==> src/rtl/hdlverifier_capture_pkg.sv <==
// Shared types and constants for the capture trigger sequencer.
package hdlverifier_capture_pkg;

  localparam int MODE_W = 3;

  localparam logic [MODE_W-1:0] MODE_EQ     = 3'd0;
  localparam logic [MODE_W-1:0] MODE_NE     = 3'd1;
  localparam logic [MODE_W-1:0] MODE_GT     = 3'd2;
  localparam logic [MODE_W-1:0] MODE_LT     = 3'd3;
  localparam logic [MODE_W-1:0] MODE_RISE   = 3'd4;
  localparam logic [MODE_W-1:0] MODE_CHANGE = 3'd5;
  localparam logic [MODE_W-1:0] MODE_ALWAYS = 3'd6;
  localparam logic [MODE_W-1:0] MODE_NEVER  = 3'd7;

  typedef enum logic [1:0] {
    ST_IDLE      = 2'd0,
    ST_ARMED     = 2'd1,
    ST_TRIGGERED = 2'd2
  } state_e;

endpackage

==> src/rtl/hdlverifier_capture_stage_cmp.sv <==
// One masked comparator stage; match is registered one enabled
// cycle after the sample it describes.
module hdlverifier_capture_stage_cmp
  import hdlverifier_capture_pkg::*;
#(
  parameter int WIDTH = 8
) (
  input  logic              clk,
  input  logic              reset,
  input  logic              clk_enable,
  input  logic [WIDTH-1:0]  data,
  input  logic [WIDTH-1:0]  value,
  input  logic [WIDTH-1:0]  mask,
  input  logic [MODE_W-1:0] mode,
  output logic              match
);

  logic [WIDTH-1:0] prev_q, prev_d;
  logic             match_q, match_d;
  logic [WIDTH-1:0] m_d, m_v, m_p;
  logic             hit;

  always_comb begin
    m_d = data & mask;
    m_v = value & mask;
    m_p = prev_q & mask;
    hit = 1'b0;
    unique case (mode)
      MODE_EQ:     hit = (m_d == m_v);
      MODE_NE:     hit = (m_d != m_v);
      MODE_GT:     hit = (m_d > m_v);
      MODE_LT:     hit = (m_d < m_v);
      MODE_RISE:   hit = (m_d == m_v) && (m_p != m_v);
      MODE_CHANGE: hit = (m_d != m_p);
      MODE_ALWAYS: hit = 1'b1;
      MODE_NEVER:  hit = 1'b0;
      default:     hit = 1'b0;
    endcase
    prev_d  = clk_enable ? data : prev_q;
    match_d = clk_enable ? hit : match_q;
  end

  always_ff @(posedge clk or posedge reset) begin
    if (reset) begin
      prev_q  <= '0;
      match_q <= 1'b0;
    end else begin
      prev_q  <= prev_d;
      match_q <= match_d;
    end
  end

  assign match = match_q;

endmodule

==> src/rtl/hdlverifier_capture_trigger_seq.sv <==
// Multi-stage sequential capture trigger: ordered stages, each with
// a mode compare and a cumulative occurrence count.
module hdlverifier_capture_trigger_seq
  import hdlverifier_capture_pkg::*;
#(
  parameter int WIDTH      = 8,
  parameter int NUM_STAGES = 4,
  parameter int CNT_WIDTH  = 16,
  parameter int SW         = 3
) (
  input  logic                           clk,
  input  logic                           reset,
  input  logic                           clk_enable,
  input  logic [WIDTH-1:0]               data,
  input  logic                           arm,
  input  logic                           abort,
  input  logic [NUM_STAGES*WIDTH-1:0]    cfg_value,
  input  logic [NUM_STAGES*WIDTH-1:0]    cfg_mask,
  input  logic [NUM_STAGES*MODE_W-1:0]   cfg_mode,
  input  logic [NUM_STAGES*CNT_WIDTH-1:0] cfg_count,
  input  logic [SW-1:0]                  cfg_last_stage,
  output logic                           trigger,
  output logic                           triggered,
  output logic                           armed,
  output logic [SW-1:0]                  stage
);

  localparam int LAST_MAX = NUM_STAGES - 1;

  logic [NUM_STAGES-1:0] match;

  for (genvar k = 0; k < NUM_STAGES; k++) begin : g_cmp
    hdlverifier_capture_stage_cmp #(.WIDTH(WIDTH)) u_cmp (
      .clk        (clk),
      .reset      (reset),
      .clk_enable (clk_enable),
      .data       (data),
      .value      (cfg_value[k*WIDTH +: WIDTH]),
      .mask       (cfg_mask[k*WIDTH +: WIDTH]),
      .mode       (cfg_mode[k*MODE_W +: MODE_W]),
      .match      (match[k])
    );
  end

  state_e               state_q, state_d;
  logic [SW-1:0]        stage_q, stage_d;
  logic [CNT_WIDTH-1:0] cnt_q, cnt_d;
  logic                 trigger_q, trigger_d;
  logic                 triggered_q, triggered_d;

  logic                 sel_match;
  logic [CNT_WIDTH-1:0] sel_count;
  logic [SW-1:0]        last_stage;

  always_comb begin
    sel_match = 1'b0;
    sel_count = '0;
    for (int k = 0; k < NUM_STAGES; k++) begin
      if (stage_q == SW'(k)) begin
        sel_match = match[k];
        sel_count = cfg_count[k*CNT_WIDTH +: CNT_WIDTH];
      end
    end
    last_stage = (32'(cfg_last_stage) > LAST_MAX) ? SW'(LAST_MAX)
                                                  : cfg_last_stage;
  end

  always_comb begin
    state_d     = state_q;
    stage_d     = stage_q;
    cnt_d       = cnt_q;
    trigger_d   = trigger_q;
    triggered_d = triggered_q;
    if (clk_enable) begin
      trigger_d = 1'b0;
      if (abort) begin
        state_d     = ST_IDLE;
        stage_d     = '0;
        cnt_d       = '0;
        triggered_d = 1'b0;
      end else if (arm) begin
        state_d     = ST_ARMED;
        stage_d     = '0;
        cnt_d       = '0;
        triggered_d = 1'b0;
      end else if (state_q == ST_ARMED && sel_match) begin
        if (cnt_q == sel_count) begin
          cnt_d = '0;
          // >= keeps a shrunk last-stage config from running away
          if (stage_q >= last_stage) begin
            state_d     = ST_TRIGGERED;
            trigger_d   = 1'b1;
            triggered_d = 1'b1;
          end else begin
            stage_d = stage_q + SW'(1);
          end
        end else begin
          cnt_d = cnt_q + CNT_WIDTH'(1);
        end
      end
    end
  end

  always_ff @(posedge clk or posedge reset) begin
    if (reset) begin
      state_q     <= ST_IDLE;
      stage_q     <= '0;
      cnt_q       <= '0;
      trigger_q   <= 1'b0;
      triggered_q <= 1'b0;
    end else begin
      state_q     <= state_d;
      stage_q     <= stage_d;
      cnt_q       <= cnt_d;
      trigger_q   <= trigger_d;
      triggered_q <= triggered_d;
    end
  end

  assign trigger   = trigger_q;
  assign triggered = triggered_q;
  assign armed     = (state_q == ST_ARMED);
  assign stage     = stage_q;

endmodule

==> config.mk <==
export PLATFORM = sky130hd
export DESIGN_NAME = hdlverifier_capture_trigger_seq
export DESIGN_NICKNAME = d
export VERILOG_FILES = /design/src/rtl/hdlverifier_capture_pkg.sv /design/src/rtl/hdlverifier_capture_stage_cmp.sv /design/src/rtl/hdlverifier_capture_trigger_seq.sv
export SDC_FILE = /design/constraint.sdc
export NUM_CORES = 1
export LEC_CHECK = 0
export CAP_MARGIN = 40
export CORE_ASPECT_RATIO = 1.5
export CORE_MARGIN = 1.5
export CORE_UTILIZATION = 31
export CTS_CLUSTER_DIAMETER = 150
export DETAILED_ROUTE_END_ITERATION = 12
export PLACE_DENSITY = 0.67
export SKIP_LAST_GASP = 1
export SLEW_MARGIN = 30
export SYNTH_ARGS = -nofsm -noshare
export SYNTH_HDL_FRONTEND = slang
export SYNTH_SLANG_ARGS = --single-unit
==> constraint.sdc <==
create_clock -name clk -period 8.2 [get_ports clk]
set_input_delay 0.82 -clock clk [delete_from_list [all_inputs] [get_ports clk]]
set_output_delay 0.82 -clock clk [all_outputs]
set_load 0.05 [all_outputs]
==> run metrics <==
status=complete, no violations; worst reg2reg endpoint=cnt_q[0]; Final Critical Period=3487 ps; FF+latch count, synth=34; Worst Setup EP=cnt_q[0]; largest net degree at the start of global routing=38; Fillers=1469; hold slack=514.7 ps; Worst EP required=8340 ps; Worst Setup SP=stage[1]; final core utilization=45.06%; slew of the pin with the lowest slew margin=797.1 ps; Cells after Synth=586; Fmax=286.8 MHz; Worst setup SP type=flip-flop; post-DP HPWL=14130 um; top cells by area, synth=dfrtp_1 (18%), ha_1 (11%), xor2_1 (11%), nand2_1 (5.4%), and2_1 (4.3%); CTS tree=yes; worst skew pair latency=280 ps; RSZ-0062 raised after global routing=false; ANT cells=0; max-cap violations=0; Clk pin slew, worst setup/hold paths=60 ps; worst vdd ir=0.00006095 V; number of flops mapped to enable cells by yosys=0; Post-Syn Area=4692 um^2; CTS H-tree depth=2; CTS Hold Bufs=0; PortBufs=161; CP Max Fanout=23; via count=5156; register area share after synthesis=18.13%; DRT Wirelength=17170 um; r2r setup slk=4710 ps; vias in the first global route=5136; first drt pass iteration count=5; power density over the cells=99.52 nW/um^2; Reg-to-Reg Start=stage[1]; Post-route DRC=0; Final Hold Viols=0; Max Root-Sink Buffers=2; routed len/inst=18.66 um; die area=15900 um^2; ys flop type=dfrtp_1; combinational power share=37.8%; Post-synth top cells=nand2_1 (68), xor2_1 (57), ha_1 (41); fin. max-slew vios=0; root buffer cell=clkbuf_16; Seq pwr share=29.5%; first-pass GRT wire length=26380 um; cts bufs inserted=5; die height=153.7 um; synth warn=0; ys async rst share=100.0%; Initial Util=32.00%; nets@finish=920; Via density=5.604; P_int=0.4562 mW; area added between synthesis and finish=40.80%; grt total ovfl=0; switching power share of the total=30.61%; R2R depth=9; Worst slew margin=46.86%; standard-cell rows=54; postcts setup bufs=0; GRT Util Overall=21.47%; core footprint=14660 um^2; largest area contributor in the netlist=dfrtp_1; Clk network pwr share=32.7%; post-cts resize count=0; final setup fails=0; period utilisation layout=42.53%; final setup skew=6.931 ps; cell with the most instances after synthesis=nand2_1; Yosys top cell area share=18.13%; remaining antenna violation count=0; Crit Path Category=reg2reg; crit end category=flip-flop; worst hold path class=reg2reg; Leakage=2.672 nW; gpl congestion=0.9589; Worst EP arrival=3630 ps; I/O pin total=162; NetSw=0.2012 mW; Syn Nets=783; initial antenna violation count=0; layout cells sized above 1=4.972%; Iter 0 DRT Violations=185; CTS sink count=34; chip width=103.5 um; Sum Neg Setup Slack=0 ps; Hold Path Origin=g_cmp[0].u_cmp.match; Mean Syn Cell Area=8.007 um^2; Synth cell types=69
-- kinds of logic after synthesis --
| logic type | count (synthesis) | synth area share, % |
|---|---|---|
| muxes | 22 | 4.907 |
| other | 1 | 0.07992 |
| buffers and inverters | 55 | 4.773 |
| AOI/OAI and AO/OA | 145 | 24.00 |
| adders and majority gates | 41 | 10.93 |
| xor gates and xnor gates | 62 | 11.57 |
| and+or+nand+nor | 226 | 25.60 |
| DFF | 34 | 18.13 |
-- flip-flops by register name, summed over array words and instances, names as in the netlist --
name / flops
state_q: 2
stage: 3
g_cmp.u_cmp.prev_q: 8
cnt_q: 16
g_cmp.u_cmp.match: 4
trigger: 1
-- worst max-delay path, stage by stage, from the launching register on --
cell      delay [ps]
dfrtp_1          450
inv_1            110
ha_1             680
nor2b_2          280
a221oi_1         400
mux2i_1          230
nand4_1          160
o31a_1           390
nor3_1           500
o31ai_1          140
-- stage by stage --
step	power (mW)	setup WS, ps	cell area (um^2)	std cells
after global routing	0.6948	4337	6606	920
after CTS	0.6612	4696	6606	920
final	0.6575	4713	6606	920
after detailed placement	0.4442	4715	6440	912
after floorplan	0.3106	4932	4692	586
after global placement	0.4448	4799	6437	912
-- per-layer routing --
layer  wire length (um)  track usage (%)  vias up
met5                  0                0        -
met2               8519            38.72      253
li1                   -                -     2462
met4                858            9.910        0
met3               1429            4.318       56
met1               6358            23.34     2385
-- cells in the final DEF, fill, tap and decap left out, types with 7 or more instances in the layout --
cell / instances
clkdlybuf4s50_1: 161
nand2_1: 68
xor2_1: 57
ha_1: 41
dfrtp_1: 34
and2_1: 32
nor3_1: 27
nand4_1: 20
a221oi_1: 20
a21oi_1: 18
o21ai_0: 18
nor2b_1: 16
nor2_1: 15
inv_1: 15
mux2i_1: 14
a22oi_1: 11
mux2_2: 8
a22o_1: 7
a222oi_1: 7
o211ai_1: 7
-- worst min path at each step --
stage                                 endpoint  slack, ps  cells past startpoint
final                     g_cmp[0].u_cmp.match        510                      1
after global placement              state_q[1]        520                      2
after CTS                 g_cmp[0].u_cmp.match        530                      1
after floorplan           g_cmp[2].u_cmp.match        460                      1
after global routing      g_cmp[0].u_cmp.match        550                      1
after detailed placement  g_cmp[0].u_cmp.match        520                      1
-- cell type report --
cell class                      count  area, um^2  share of cell area (%)
Clock inverter                      2       37.54                  0.5682
Timing Repair Buffer              167        1657                   25.08
Inverter                           18       67.56                   1.023
Sequential cell                    34       850.8                   12.88
Tap cell                          196       245.2                   3.712
Clock buffer                        6       128.9                   1.951
Multi-Input combinational cell    497        3620                   54.79
-- power groups by stage --
stage | sequential, mW | combinational [mW] | clock (mW)
floorplan | 0.181 | 0.130 | 0
global placement | 0.197 | 0.248 | 0
detailed placement | 0.197 | 0.247 | 0
CTS | 0.194 | 0.248 | 0.219
global route | 0.195 | 0.271 | 0.228
finish | 0.194 | 0.249 | 0.215
No activity file was read; power rests on OpenSTA's default activity.
==> RTL edit, RTL diff (same flow settings) <==
Add an input register stage for `cfg_mask`, cleared by the reset; this delays it by one clock. The other inputs are not delayed to match.
--- a/src/rtl/hdlverifier_capture_trigger_seq.sv
+++ b/src/rtl/hdlverifier_capture_trigger_seq.sv
@@ -28,4 +28,14 @@
   localparam int LAST_MAX = NUM_STAGES - 1;
 
+  logic [NUM_STAGES*WIDTH-1:0] cfg_mask_q;
+
+  always_ff @(posedge clk or posedge reset) begin
+    if (reset) begin
+      cfg_mask_q <= '0;
+    end else begin
+      cfg_mask_q <= cfg_mask;
+    end
+  end
+
   logic [NUM_STAGES-1:0] match;
 
@@ -37,5 +47,5 @@
       .data       (data),
       .value      (cfg_value[k*WIDTH +: WIDTH]),
-      .mask       (cfg_mask[k*WIDTH +: WIDTH]),
+      .mask       (cfg_mask_q[k*WIDTH +: WIDTH]),
       .mode       (cfg_mode[k*MODE_W +: MODE_W]),
       .match      (match[k])
Function: changed (Yosys sat finds a counterexample within 4 cycles, from zero or initial values and one cycle with reset high).
==> RTL edit against the original RTL <==
  * Global-route usage fell by 2.2 points
  * Sequential cell count rose by 32
  * Cell area rose by 12%
  * Die area rose by 15%
  * Critical path depth rose by 1
  * Synthesized cell count rose by 3.9%
  * Worst setup slack got worse by 0.11 ns
  * Via count rose by 1.7%
  * Total power rose by 48%
  * Routed wire length rose by 2.8%
  * Fmax fell by 3.1%
  * Area after synthesis rose by 15%
==> RTL edit: results (changes against the original RTL) <==
status: "completed"
seq_area_frac_synth_pct: 30.6  # +13 points
pre_cts_ws_ns: 4.41  # -0.303 ns
place_inst: 954  # +4.6%
synth_nets: 806  # +2.9%
critPathArrivalTime_ns: 3.79  # +0.16 ns
grt_pass1_wl_um: 27300  # +3.6%
cts_htree_levels: 3  # +1
grt_max_degree: 41  # +7.9%
cts_buffers: 9  # +4
path_max_fanout: 18  # -22%
synth-adder-area-share_pct: 9.52  # -1.4 points
vdd.ir_drop.worst_v: 0.000120  # +96%
fin_worst_skew_ns: 0.00598  # -0.000952 ns
route.detailed.wl_per_inst_um: 18.2  # -2.5%
initialDrtViolationCount: 297  # +61%
vias: 5246  # +1.7%
leakage_nw: 3.05  # +14%
track_usage_pct: 19.3  # -2.2 points
yosysUniqueCellTypes: 64  # -7.2%
first_pass_iters: 8  # +3
yosys.area_share.xor_xnor_pct: 9.42  # -2.1 points
syn_inst: 609  # +3.9%
synth_commonest_cells: "dfrtp_1, nand2_1, xor2_1, ha_1"
layout.nets: 953  # +3.6%
RTL edit: cell type report:
cell class	instances	area (um^2)
tap	210	263
inverter	29	109
clock buffer	11	243
fill	1672	9480
sequential	66	1650
multi-input combinational	484	3460
timing repair buffer	166	1670
clock inverter	4	28.8
RTL edit: worst max-delay path, cell delays in order (launching register included):
cell and delay [ns]:
dfrtp_1 0.44, inv_1 0.10, ha_1 0.66, nor2b_4 0.23, a221oi_2 0.35, mux2_4 0.33
a2111oi_2 0.20, a41o_1 0.24, o2111ai_2 0.20, a21boi_2 0.58, nor2_1 0.12
RTL edit: metal layers:
layer  vias to the layer above  GRT usage, %  share of wire, %
li1                       2526             -                 -
met1                      2465          21.0                38
met2                       214          36.0                52
met3                        41          3.38               5.7
met4                         0          9.21               3.7
met5                         -             0                 0
RTL edit: report_power, final:
| group | switching, mW | total, mW | internal [mW] | leakage, nW |
|---|---|---|---|---|
| combinational | 0.107 | 0.245 | 0.137 | 2.11 |
| clock | 0.142 | 0.353 | 0.211 | 0.128 |
| sequential | 0.0300 | 0.373 | 0.343 | 0.819 |
RTL edit: kinds of logic (layout without fill, tap and decap cells):
kind of cell,count (synthesis),in the layout
buf+inv,59,210
compound gates,152,152
simple gates,210,210
fa+ha+maj,41,41
flops,66,66
other cells,1,1
xor+xnor,58,58
mux,22,22
RTL edit: final timing paths:
check,end,slack [ns],depth (start not counted),startpoint
setup / recovery,cnt_q[4]$_DFFE_PP0P_,4.60,10,stage[1]$_DFFE_PP0P_
hold / removal,g_cmp[0].u_cmp.match$_DFFE_PP0P_,0.56,2,g_cmp[0].u_cmp.match$_DFFE_PP0P_
setup reg to reg,cnt_q[4]$_DFFE_PP0P_,4.60,10,stage[1]$_DFFE_PP0P_
hold reg to reg,g_cmp[0].u_cmp.match$_DFFE_PP0P_,0.56,2,g_cmp[0].u_cmp.match$_DFFE_PP0P_
max in group asynchronous,cnt_q[5]$_DFFE_PP0P_,6.77,4,reset
min in group asynchronous,cfg_mask_q[1]$_DFF_PP0_,0.87,3,reset
